`src/rtl/dmem_arbiter.sv`:
```
// rtl/dmem_arbiter.sv - two-port round-robin arbiter sequencing accesses to the single-port dmem syncram
module dmem_arbiter #(
    parameter int ADDR_W   = 12,
    parameter int DATA_W   = 32,
    parameter int READ_LAT = 1
) (
    input  logic              clock,
    input  logic              reset,
    input  logic              p0_req,
    input  logic              p0_wren,
    input  logic [ADDR_W-1:0] p0_addr,
    input  logic [DATA_W-1:0] p0_data,
    output logic              p0_gnt,
    output logic              p0_done,
    output logic [DATA_W-1:0] p0_q,
    input  logic              p1_req,
    input  logic              p1_wren,
    input  logic [ADDR_W-1:0] p1_addr,
    input  logic [DATA_W-1:0] p1_data,
    output logic              p1_gnt,
    output logic              p1_done,
    output logic [DATA_W-1:0] p1_q,
    output logic [ADDR_W-1:0] mem_address,
    output logic [DATA_W-1:0] mem_data,
    output logic              mem_wren,
    input  logic [DATA_W-1:0] mem_q
);

    localparam int CNT_W = (READ_LAT > 1) ? $clog2(READ_LAT) : 1;

    typedef enum logic [1:0] {
        S_IDLE,
        S_ACCESS,
        S_WAIT,
        S_DONE
    } state_t;

    state_t           state;
    state_t           state_next;
    logic             winner;
    logic             last_gnt;
    logic             any_req;
    logic             arb_pick;
    logic             wait_last;
    logic [CNT_W-1:0] wait_cnt;

    // Contention goes to the port that did not win last time.
    always_comb begin
        any_req  = p0_req | p1_req;
        arb_pick = 1'b0;
        if (p0_req && p1_req) begin
            arb_pick = ~last_gnt;
        end else if (p1_req) begin
            arb_pick = 1'b1;
        end
    end

    assign wait_last = (wait_cnt == '0);

    always_comb begin
        state_next = state;
        unique case (state)
            S_IDLE:   if (any_req) state_next = S_ACCESS;
            S_ACCESS: state_next = mem_wren ? S_DONE : S_WAIT;
            S_WAIT:   if (wait_last) state_next = S_DONE;
            S_DONE:   state_next = S_IDLE;
            default:  state_next = S_IDLE;
        endcase
    end

    always_ff @(posedge clock or negedge reset) begin
        if (!reset) begin
            state <= S_IDLE;
        end else begin
            state <= state_next;
        end
    end

    // All outputs are registered so each pulse lines up with the state it belongs to.
    always_ff @(posedge clock or negedge reset) begin
        if (!reset) begin
            p0_gnt      <= 1'b0;
            p1_gnt      <= 1'b0;
            p0_done     <= 1'b0;
            p1_done     <= 1'b0;
            p0_q        <= '0;
            p1_q        <= '0;
            mem_address <= '0;
            mem_data    <= '0;
            mem_wren    <= 1'b0;
            winner      <= 1'b0;
            last_gnt    <= 1'b1;
            wait_cnt    <= '0;
        end else begin
            p0_gnt   <= 1'b0;
            p1_gnt   <= 1'b0;
            p0_done  <= 1'b0;
            p1_done  <= 1'b0;
            mem_wren <= 1'b0;
            case (state)
                S_IDLE: begin
                    if (any_req) begin
                        winner      <= arb_pick;
                        last_gnt    <= arb_pick;
                        p0_gnt      <= ~arb_pick;
                        p1_gnt      <= arb_pick;
                        mem_address <= arb_pick ? p1_addr : p0_addr;
                        mem_data    <= arb_pick ? p1_data : p0_data;
                        mem_wren    <= arb_pick ? p1_wren : p0_wren;
                    end
                end
                S_ACCESS: begin
                    wait_cnt <= CNT_W'(READ_LAT - 1);
                    if (mem_wren) begin
                        p0_done <= ~winner;
                        p1_done <= winner;
                    end
                end
                S_WAIT: begin
                    if (wait_last) begin
                        if (winner) begin
                            p1_q <= mem_q;
                        end else begin
                            p0_q <= mem_q;
                        end
                        p0_done <= ~winner;
                        p1_done <= winner;
                    end else begin
                        wait_cnt <= wait_cnt - CNT_W'(1);
                    end
                end
                default: ;
            endcase
        end
    end

endmodule

```
`config.mk`:
```
export PLATFORM = sky130hd
export DESIGN_NAME = dmem_arbiter
export DESIGN_NICKNAME = d
export VERILOG_FILES = /design/src/rtl/dmem_arbiter.sv
export SDC_FILE = /design/constraint.sdc
export NUM_CORES = 1
export LEC_CHECK = 0
export BUFFER_PORTS_ARGS = -buffer_cell sky130_fd_sc_hd__buf_2
export CORE_MARGIN = 4
export CORE_UTILIZATION = 49
export CTS_CLUSTER_DIAMETER = 30
export DETAILED_ROUTE_END_ITERATION = 10
export MAX_ROUTING_LAYER = met4
export PLACE_DENSITY = 0.85
export RECOVER_POWER = 100
export SYNTH_ARGS = -nofsm -noshare
export SYNTH_HDL_FRONTEND = slang
export SYNTH_SLANG_ARGS = --single-unit
export TNS_END_PERCENT = 1
```
`constraint.sdc`:
```
create_clock -name clock -period 2.6 [get_ports clock]
set_input_delay 0.65 -clock clock [delete_from_list [all_inputs] [get_ports clock]]
set_output_delay 0.65 -clock clock [all_outputs]
set_load 0.05 [all_outputs]
```
Word level (Yosys, flattened, before mapping)
Index checks and enable logic that the tools add are counted.
Cells by class
  $add $sub $neg: 1
  mux-type cells: 23
  equal/unequal tests: 5
  bitwise gates (word level): 5
  reduce and logical (&&, ||, !) cells: 7
Operators with widths (number)
  32-bit two-way mux: 1
  1-bit two-way mux: 15
  12-bit two-way mux: 1
  2-bit one-hot mux with 4 select lines: 1
  1-bit one-hot mux with 2 select lines: 3
  3-bit AND reduction: 2
  2-bit equality test (second input constant): 2
  2-bit two-way mux: 2
  2-bit != test (second input constant): 2
  1-bit NOT: 4
  2-bit AND reduction: 2
  2-bit by 1-bit equality test with 1-bit output (second input constant): 1
  2-bit zero test: 1
  2-bit nonzero test: 1
  1-bit logical AND: 1
  1-bit bitwise OR: 1
  1-bit subtractor (second input constant): 1
Storage, ports and cells
  output and inout port bits: 113
  input bits: 126
  flip-flop bits (word level): 118

Depth between registers and ports, before layout
Gate-level depths: netlist of the first run.
  depth in word-level cells: 5
  mapped depth: 7

Worst setup path after synthesis of the first run
Ideal clock, no wire load.
  kind: flip-flop to flip-flop
  from: register state[0]
  to: register mem_address[0]
  library setup time: 0.126 ns
  setup slack: 1.105 ns
  cell stages (with the launch flop): 8
  buffers on the path: 2
  clock period less this slack: 1.495 ns
  arrival: 1.369 ns
  path through: dfrtp_1 inv_1 ha_1 nand2_1 a21oi_2 buf_4 buf_4 a221o_1
Between the ends
  longest elaborated chain between the ends: 2
RTL lines
  from (decl): RTL line 38  | state_t state;
  from (signal assigned): RTL line 75  | state <= state_next;
  2-bit zero test: RTL line 100  | case (state)
  2-bit AND reduction (no source line)
  to (signal assigned): RTL line 107  | mem_address <= arb_pick ? p1_addr : p0_addr;
  to (decl): RTL line 23  | output logic [ADDR_W-1:0] mem_address,
Every way passes these cells.
A chain may end at the register's enable or synchronous reset.

Worst setup path in the final report of the first run
  from: register state[1]
  to: register mem_data[15]
Between the ends
  longest elaborated chain between the ends: 2
RTL lines
  2-bit zero test: RTL line 100
  2-bit AND reduction (no source line)
  to (signal assigned): RTL line 108  | mem_data <= arb_pick ? p1_data : p0_data;
  to (decl): RTL line 24  | output logic [DATA_W-1:0] mem_data,
Every way passes these cells.

==> key figures, run 1 <==
Timing
  – Final hold vios: 0
  – Slew HR: -1.34%
  – Maximum clock rate: 475 MHz
  – Fin crit period: 2.11 ns
  – Final Slew Violations: 31
  – Setup TNS: 0 ns
  – Setup Skew: 0.00574 ns
  – Final period utilization: 81.1%
  – Final setup fails: 0
  – RSZ-0062 raised after global routing: false
  – Worst Tran Pin Value: 1.52 ns

Worst setup path
  – CP cell instances: inv_1, ha_1, nand2_1, a21oi_2, buf_12, a221o_1
  – Nature of the critical path endpoint: flip-flop
  – Req. time, crit path: 3.02 ns
  – Critical-path top delay cell: a21oi_2
  – Critical path buffers and inverters: 2
  – Crit-path max cell delay: 0.72 ns
  – Top Family by Delay on Critical Path: compound AO/OA/AOI/OAI gates
  – Crit path max fanout: 27
  – Worst setup SP type: flip-flop
  – WP data arrival: 2.53 ns
  – Crit path kind: flip-flop to flip-flop

Clock network
  – Post-CTS Setup Bufs: 0
  – Root buf cell: clkbuf_8
  – CTS Hold Bufs: 0
  – CTS sink count: 117
  – TritonCTS clock tree: done
  – CTS HTree Levels: 4
  – Clock-pin slew on the worst setup and hold paths: 0.06 ns
  – Num CTS Buffers: 17
  – Clk_lat worst skew: 0.49 ns
  – Clock Tree Buf Depth: 2
  – PostCTS Resize Cnt: 0

Floorplanning
  – Die ar.: 0.0112 mm²
  – # rows: 35
  – Starting Density: 50.5%
  – Top Ports: 239
  – Die Span Y: 106 µm
  – Core ar.: 0.00924 mm²
  – Die W: 106 µm

Status
  – Failing checks: max-capacitance violations, max-slew violations
  – Status: finished with violations

Detailed routing
  – Initial DRC Count: 140
  – Vias post-DR: 3668
  – Post-DR vias/cell: 5.21
  – Post-DRT Antenna Nets: 0
  – DR DRC count: 0
  – Pre-Repair DR Iteration Count: 4
  – WL per Instance: 17.7 µm
  – Total Wirelength: 12500 µm

Logic synthesis
  – Mapped Avg Cell Area: 14.8 µm²
  – Mapped Area: 0.00467 mm²
  – Post-synth net total: 444
  – Register area share after synthesis: 62.7%
  – Post-Syn Instances: 315
  – Distinct cells, synth: 23
  – Warnings, synthesis: 0
  – FF+latch count, synth: 117

GRT
  – GR Overflow Total: 0
  – Total track usage: 23.3%
  – First-pass GRT wire length: 19500 µm
  – Number of global-route vias before repair: 3876
  – Largest net degree at the start of global routing: 50
  – Initial antenna violation count: 0

Placement
  – Routability-driven placement congestion ratio: 0.813
  – Post-DP HPWL: 9220 µm
  – Area after DPL: 0.00600 mm²
  – Port Buf Inserts: 238

Final layout
  – Final #Nets: 691
  – Ant diodes: 0
  – Syn-to-layout area delta: 36.6%
  – Filler cells: 712
  – Fin area: 0.00638 mm²
  – Ratio of cells with drive above 1 in the final layout: 38.6%

Job
  – Max_cap viols: 1

Hold path
  – Min-delay worst type: input pin to async pin
sequential cells by signal (all words and copies together) (netlist names):
signal       flops
mem_data        32
p0_q            32
p1_q            32
mem_address     12
state            2
last_gnt         1
mem_wren         1
p0_done          1
p0_gnt           1
p1_done          1
p1_gnt           1
winner           1
Yosys cell counts:
cell type	number	area share, %
o21ai_0	3	0.32
a21oi_4	1	0.35
a221o_1	44	9.4
buf_6	4	0.96
dfrtp_1	116	62
buf_4	3	0.48
nand2_1	5	0.40
and2_0	44	5.9
a21oi_2	1	0.19
ha_1	3	0.80
o21ai_2	1	0.19
a21o_1	2	0.32
buf_2	12	1.3
inv_2	1	0.080
a22o_1	1	0.19
inv_1	3	0.24
dfstp_2	1	0.56
or3b_1	1	0.19
mux2_2	56	14
nor2_1	2	0.16
mux2_1	8	1.9
and2_1	1	0.13
o21ai_1	2	0.21
layer usage:
metal | up-vias | part of all wire (%) | GRT usage, %
met5 | - | 0 | -
met4 | 0 | 1.3 | 7.12
met3 | 14 | 8.1 | 6.12
met2 | 188 | 51 | 39.3
met1 | 1820 | 39 | 27.6
li1 | 1646 | - | -
cells by family after synthesis:
group | after synthesis | synth area share, %
AO/OA/AOI/OAI | 55 | 11.2
adder cells (fa/ha/maj) | 3 | 0.804
buffers and inverters | 23 | 3.05
flip-flops | 117 | 62.7
multiplexers | 64 | 15.4
AND/OR/NAND/NOR | 53 | 6.78
through the flow:
step / hold WS, ns / util, % / std cells / setup WS [ns]
floorplan: 0.354 / - / 315 / 1.10
global placement: 0.469 / 64.9 / 672 / 0.787
detailed placement: 0.476 / 64.9 / 672 / 0.701
CTS: 0.110 / 70.9 / 704 / 0.708
global route: 0.122 / 69.0 / 704 / 0.295
finish: 0.114 / 69.0 / 704 / 0.493
cell usage in the layout (no fill, tap or decap), types with 3 or more instances in the layout:
| cell | instances |
|---|---|
| buf_4 | 4 |
| buf_2 | 124 |
| inv_1 | 3 |
| dfrtp_1 | 116 |
| nand2_1 | 5 |
| ha_1 | 3 |
| clkbuf_16 | 16 |
| mux2_1 | 9 |
| clkbuf_1 | 117 |
| clkinv_2 | 5 |
| mux2_2 | 55 |
| o21ai_0 | 5 |
| and2_0 | 45 |
| a221o_1 | 44 |
| clkbuf_2 | 3 |
| clkinv_4 | 4 |
layout make-up:
cell class                 instances  area (µm²)  area share, %
inverter                           4        15.0          0.235
multi-input combinational        175        1600           25.1
timing repair buffer             247        1120           17.5
tap                              129         161           2.53
sequential                       117        2930           45.9
clock buffer                      19         422           6.61
clock inverter                    13         135           2.12
worst paths after layout:
kind,start,endpoint,slack [ns],depth (start not counted)
setup / recovery,state[1],mem_data[15],0.49,6
hold / removal,reset,p1_q[29],0.11,1
setup reg to reg,state[1],mem_data[15],0.49,6
hold reg to reg,p1_q[1],p1_q[1],0.49,1
max in group asynchronous,reset,p0_q[11],0.71,2
min in group clock,mem_q[29],p0_q[29],0.38,2
Power of run 1 is left out: the tool's default activity adds up to more than one toggle a clock period on the data nets, which glitch-free logic cannot reach.
==> inputs of run 2 (changes only) <==
--- a/config.mk
+++ b/config.mk
@@ -7,11 +7,11 @@
 export LEC_CHECK = 0
 export BUFFER_PORTS_ARGS = -buffer_cell sky130_fd_sc_hd__buf_2
 export CORE_MARGIN = 4
-export CORE_UTILIZATION = 49
+export CORE_UTILIZATION = 41
 export CTS_CLUSTER_DIAMETER = 30
 export DETAILED_ROUTE_END_ITERATION = 10
 export MAX_ROUTING_LAYER = met4
-export PLACE_DENSITY = 0.85
+export PLACE_DENSITY = 0.76
 export RECOVER_POWER = 100
 export SYNTH_ARGS = -nofsm -noshare
 export SYNTH_HDL_FRONTEND = slang
==> constraint.sdc (replaced) <==
create_clock -name clock -period 1.85 [get_ports clock]
set_input_delay 0.4625 -clock clock [delete_from_list [all_inputs] [get_ports clock]]
set_output_delay 0.4625 -clock clock [all_outputs]
set_load 0.05 [all_outputs]
==> key figures, run 2 (same netlist as run 1, synthesis figures left out) <==
Timing
  – Maximum clock rate: 584 MHz
  – Setup Skew: 0.00732 ns (+0.00158 ns)
  – Final Slew Violations: 0 (-100%)
  – RSZ-0062 raised after global routing: false
  – Setup TNS: 0 ns (unchanged)
  – Final hold vios: 0 (unchanged)
  – Slew HR: 58.1% (+59 points)
  – Worst Tran Pin Value: 0.631 ns (-0.889 ns)
  – Final period utilization: 92.6%
  – Fin crit period: 1.71 ns
  – Final setup fails: 0 (unchanged)

Hold path
  – Min-delay worst type: input pin to flip-flop
  – Hold_sp: p1_data[24]
  – WHS Path Cells: 2
  – Hold path endpoint: mem_data[24]

Placement
  – Post-DP HPWL: 9060 µm (-1.7%)
  – Placed cell count: 683 (+1.6%)
  – Routability-driven placement congestion ratio: 0.800 (-1.6%)
  – Area after DPL: 0.00606 mm² (+1.1%)
  – Port Buf Inserts: 238 (unchanged)

GRT
  – GR Overflow Total: 0 (unchanged)
  – First-pass GRT wire length: 19400 µm (-0.53%)
  – Largest net degree at the start of global routing: 49 (-2.0%)
  – Total track usage: 19.5% (-3.8 points)
  – Initial antenna violation count: 0 (unchanged)
  – Number of global-route vias before repair: 4033 (+4.1%)

Final layout
  – Final core utilization: 58.7% (-10 points)
  – Most frequent cells in the layout: 124 x buf_2, 116 x dfrtp_1, 94 x clkbuf_1
  – Most common cell after layout, fill and taps aside: buf_2
  – Fin cells: 716 (+1.7%)
  – Fin area: 0.00645 mm² (+1.2%)
  – Syn-to-layout area delta: 38.2%
  – Ratio of cells with drive above 1 in the final layout: 42.2% (+3.6 points)
  – Ant diodes: 0 (unchanged)
  – Final #Nets: 692 (+0.14%)
  – Regs by FF count: mem_data x32, p0_q x32, p1_q x32

Worst setup path
  – WP data arrival: 1.25 ns (-1.28 ns)
  – Reg-to-Reg End: mem_data[19]
  – CP cell instances: clkbuf_1
  – Nature of the critical path endpoint: output pin
  – Top Family by Delay on Critical Path: buffers and inverters
  – Critical-path top delay cell: clkbuf_1
  – Critical path buffers and inverters: 1 (-1)
  – Crit-path max cell delay: 0.49 ns (-0.23 ns)
  – R2r setup slk: 0.14 ns (-0.35 ns)
  – Crit path max fanout: 2 (-93%)
  – Worst r2r src: state[0]
  – Crit path kind: flip-flop to output pin
  – Worst setup SP type: flip-flop
  – Worst R2R Path Depth: 6 (unchanged)
  – Req. time, crit path: 1.39 ns (-1.63 ns)

Floorplanning
  – Starting Density: 42.5% (-8.0 points)
  – Top Ports: 239 (unchanged)
  – Die ar.: 0.0132 mm² (+18%)
  – Die W: 115 µm (+8.6%)
  – Die Span Y: 115 µm (+8.6%)
  – # rows: 38 (+8.6%)
  – Core ar.: 0.0110 mm² (+19%)

Detailed routing
  – Vias post-DR: 3622 (-1.3%)
  – Post-DR vias/cell: 5.06 (-2.9%)
  – Post-DRT Antenna Nets: 0 (unchanged)
  – DR DRC count: 0 (unchanged)
  – Total Wirelength: 12300 µm (-1.4%)
  – Pre-Repair DR Iteration Count: 4 (unchanged)
  – Initial DRC Count: 171 (+22%)
  – WL per Instance: 17.2 µm (-3.1%)

Clock network
  – CTS HTree Levels: 4 (unchanged)
  – Clock Tree Buf Depth: 2 (unchanged)
  – TritonCTS clock tree: done
  – Clk_lat worst skew: 0.40 ns (-0.09 ns)
  – Root buf cell: clkbuf_16
  – Num CTS Buffers: 17 (unchanged)
  – Clock-pin slew on the worst setup and hold paths: 0.05 ns (about the same)
  – CTS sink count: 117 (unchanged)

Job
  – Max_cap viols: 0 (-1)

Status
  – Status: finished clean
## run 2: changes by cell type in the layout (fill, tap and decap cells not counted), sizes merged
cell,delta
clkinv,-3
buf,+4
clkbuf,-1
dlygate4sd3,+1
## run 2: area by class of cell
type / count / area, µm²
multi-input combinational: 175 / 1600
timing repair buffer: 248 / 1170
clock inverter: 10 / 105
fill: 946 / 4530
clock buffer: 22 / 464
sequential: 117 / 2930
inverter: 4 / 15.0
tap: 140 / 175
## run 2: routing by layer
metal  GRT usage [%]  part of all wire, %
met5               -                    0
met4            5.71                  1.1
met3            6.45                  8.8
met2            33.7                   51
met1            21.4                   40
## run 2: stage by stage
stage                     setup WS [ns]  hold WS, ns
after floorplan                   0.355        0.167
after global placement            0.246        0.379
after detailed placement         0.0911        0.381
after CTS                        0.0775        0.272
after global routing             0.0366        0.275
final                             0.138        0.290
## run 2: how the worst max path moves through the flow
stage | startpoint | to | slack, ns | cells after the start
after floorplan | state[0] | mem_address[0] | 0.35 | 7
after global placement | state[0] | mem_data[7] | 0.25 | 6
after detailed placement | state[0] | mem_data[19] | 0.09 | 6
after CTS | state[0] | mem_data[19] | 0.08 | 6
after global routing | state[1] | mem_data[28] | 0.04 | 6
final | p1_q[28] | p1_q[28] | 0.14 | 1
## run 2: worst reg2reg max path: stages (launching register included)
cell and delay, ns:
dfrtp_1 0.41, inv_1 0.11, ha_2 0.24, o21ai_2 0.15
buf_6 0.22, and2_0 0.19, a221o_1 0.28
## run 2: timing repair
action,4_1_cts,5_1_grt
setup endpoints to repair,0,2
hold buffers,1,0
hold endpoints to repair,20,0
setup buffers,0,0
gates resized for setup,0,1
Power of run 2 is left out for the same reason.
==> inputs of run 3 (changes only) <==
--- a/config.mk
+++ b/config.mk
@@ -7,11 +7,11 @@
 export LEC_CHECK = 0
 export BUFFER_PORTS_ARGS = -buffer_cell sky130_fd_sc_hd__buf_2
 export CORE_MARGIN = 4
-export CORE_UTILIZATION = 41
+export CORE_UTILIZATION = 40
 export CTS_CLUSTER_DIAMETER = 30
 export DETAILED_ROUTE_END_ITERATION = 10
 export MAX_ROUTING_LAYER = met4
-export PLACE_DENSITY = 0.76
+export PLACE_DENSITY = 0.75
 export RECOVER_POWER = 100
 export SYNTH_ARGS = -nofsm -noshare
 export SYNTH_HDL_FRONTEND = slang
==> key figures, run 3 (same netlist as run 1, synthesis figures left out) <==
Status
  – Status: finished clean

Detailed routing
  – Pre-Repair DR Iteration Count: 5 (+1)
  – Post-DRT Antenna Nets: 0 (unchanged)
  – Initial DRC Count: 182 (+6.4%)
  – Total Wirelength: 12000 µm (-2.8%)
  – DR DRC count: 0 (unchanged)
  – Post-DR vias/cell: 5.04 (-0.42%)
  – WL per Instance: 16.6 µm (-3.2%)
  – Vias post-DR: 3622 (unchanged)

Final layout
  – Fin cells: 719 (+0.42%)
  – Regs by FF count: mem_data x32, p0_q x32, p1_q x32
  – Ratio of cells with drive above 1 in the final layout: 42.1% (-0.10 points)
  – Most common cell after layout, fill and taps aside: buf_2
  – Most frequent cells in the layout: 124 x buf_2, 116 x dfrtp_1, 95 x clkbuf_1
  – Final #Nets: 691 (-0.14%)
  – Syn-to-layout area delta: 40.4%

Worst setup path
  – Critical path buffers and inverters: 2 (+1)
  – Worst setup SP type: flip-flop
  – R2r setup slk: 0.12 ns (-0.02 ns)
  – Crit-path max cell delay: 0.41 ns (-0.08 ns)
  – Reg-to-Reg End: mem_data[8]
  – Critical-path top delay cell: dfrtp_1
  – CP cell instances: inv_1, ha_1, o21ai_2, buf_6, and2_0, a221o_1
  – Nature of the critical path endpoint: flip-flop
  – Crit path from: state[0]
  – Top Family by Delay on Critical Path: compound AO/OA/AOI/OAI gates
  – Worst r2r src: state[0]
  – WP data arrival: 2.00 ns (+0.75 ns)
  – Crit path kind: flip-flop to flip-flop
  – Crit path max fanout: 38 (+36)
  – Req. time, crit path: 2.12 ns (+0.73 ns)
  – Worst R2R Path Depth: 6 (unchanged)

Placement
  – Port Buf Inserts: 238 (unchanged)
  – Post-DP HPWL: 8690 µm (-4.1%)
  – Routability-driven placement congestion ratio: 0.750 (-6.2%)
  – Setup slack at placement: 0.150 ns (+0.0585 ns)
  – Placed cell count: 685 (+0.29%)

Timing
  – Setup Skew: 0.00794 ns (+0.000617 ns)
  – Setup TNS: 0 ns (unchanged)
  – Final period utilization: 93.7% (+1.1 points)
  – Final setup fails: 0 (unchanged)
  – Fin crit period: 1.73 ns (+0.0202 ns)
  – Worst hold slack: 0.289 ns (-0.00106 ns)
  – Maximum clock rate: 577 MHz (-1.2%)
  – Final hold vios: 0 (unchanged)
  – Setup ws final: 0.117 ns (-0.0202 ns)
  – Final Slew Violations: 0 (unchanged)
  – Worst Tran Pin Value: 0.726 ns (+0.0945 ns)
  – Slew HR: 51.6% (-6.5 points)
  – RSZ-0062 raised after global routing: false

GRT
  – Initial antenna violation count: 1 (+1)
  – First-pass GRT wire length: 18200 µm (-6.1%)
  – Number of global-route vias before repair: 3771 (-6.5%)
  – Largest net degree at the start of global routing: 58 (+18%)
  – GR Overflow Total: 0 (unchanged)
  – Total track usage: 18.1% (-1.4 points)

Floorplanning
  – Starting Density: 40.9% (-1.6 points)
  – # rows: 39 (+2.6%)
  – Die ar.: 0.0135 mm² (+2.3%)
  – Die W: 116 µm (+1.2%)
  – Top Ports: 239 (unchanged)
  – Core ar.: 0.0114 mm² (+4.0%)
  – Die Span Y: 116 µm (+1.2%)

Hold path
  – Hold_sp: p1_addr[0]
  – Hold path endpoint: mem_address[0]
  – Min-delay worst type: input pin to flip-flop
  – WHS Path Cells: 2 (unchanged)

Clock network
  – Clock Tree Buf Depth: 2 (unchanged)
  – TritonCTS clock tree: done
  – PostCTS Resize Cnt: 0 (unchanged)
  – CTS HTree Levels: 4 (unchanged)
  – Root buf cell: clkbuf_16
  – Clock-pin slew on the worst setup and hold paths: 0.06 ns (about the same)
  – CTS sink count: 117 (unchanged)
  – Clk_lat worst skew: 0.40 ns (about the same)
  – Num CTS Buffers: 17 (unchanged)

Job
  – Max_cap viols: 0 (unchanged)
[run 3: cell count changes in the layout (fill, tap and decap cells not counted), moves of 2 or more]
| cell | previous run | this run |
|---|---|---|
| bufinv_16 | 2 | 5 |
| buf_1 | 3 | 1 |
| clkinv_4 | 0 | 3 |
| buf_6 | 1 | 3 |
| clkinv_2 | 6 | 2 |
| buf_4 | 4 | 1 |
[run 3: per-stage QoR]
stage	util [%]	instance area, µm²
final	57.4	6560
after CTS	59.0	6740
after global placement	53.2	6070
after global routing	57.4	6560
after detailed placement	53.2	6070
after floorplan	-	4670
[run 3: area by class of cell]
type                            count  area [µm²]
Timing Repair Buffer              247        1180
Antenna cell                        1        2.50
Fill cell                         985        4860
Clock buffer                       20         457
Inverter                            4        15.0
Clock inverter                     12         201
Multi-Input combinational cell    175        1590
Sequential cell                   117        2930
Tap cell                          143         179
[run 3: what timing repair did]
item,CTS,global route
endpoints found under the hold margin,10,0
setup buffers,0,0
hold buffers,1,0
[run 3: worst reg2reg max path: cells and delay by family, from the launching register on]
| family | cells | cell delay, ns |
|---|---|---|
| AO/OA/AOI/OAI | 2 | 0.42 |
| adder cells (fa/ha/maj) | 1 | 0.27 |
| buffers and inverters | 2 | 0.32 |
| flip-flops | 1 | 0.41 |
| AND/OR/NAND/NOR | 1 | 0.19 |
[run 3: routing by layer]
metal / GRT usage (%) / vias to the layer above / part of all wire [%]
met2: 29.3 / 179 / 48
met3: 5.69 / 8 / 9.4
met5: - / - / 0
met4: 5.57 / 0 / 0.69
li1: - / 1668 / -
met1: 21.7 / 1767 / 42
[run 3: how the worst max path moves through the flow]
| stage | endpoint | slack [ns] | cells past startpoint |
|---|---|---|---|
| floorplan | mem_address[0] | 0.35 | 7 |
| global placement | mem_data[23] | 0.26 | 6 |
| detailed placement | mem_data[15] | 0.15 | 6 |
| CTS | mem_data[18] | 0.13 | 6 |
| global route | mem_data[18] | 0.02 | 6 |
| finish | mem_data[8] | 0.12 | 6 |
Power of run 3 is left out for the same reason.
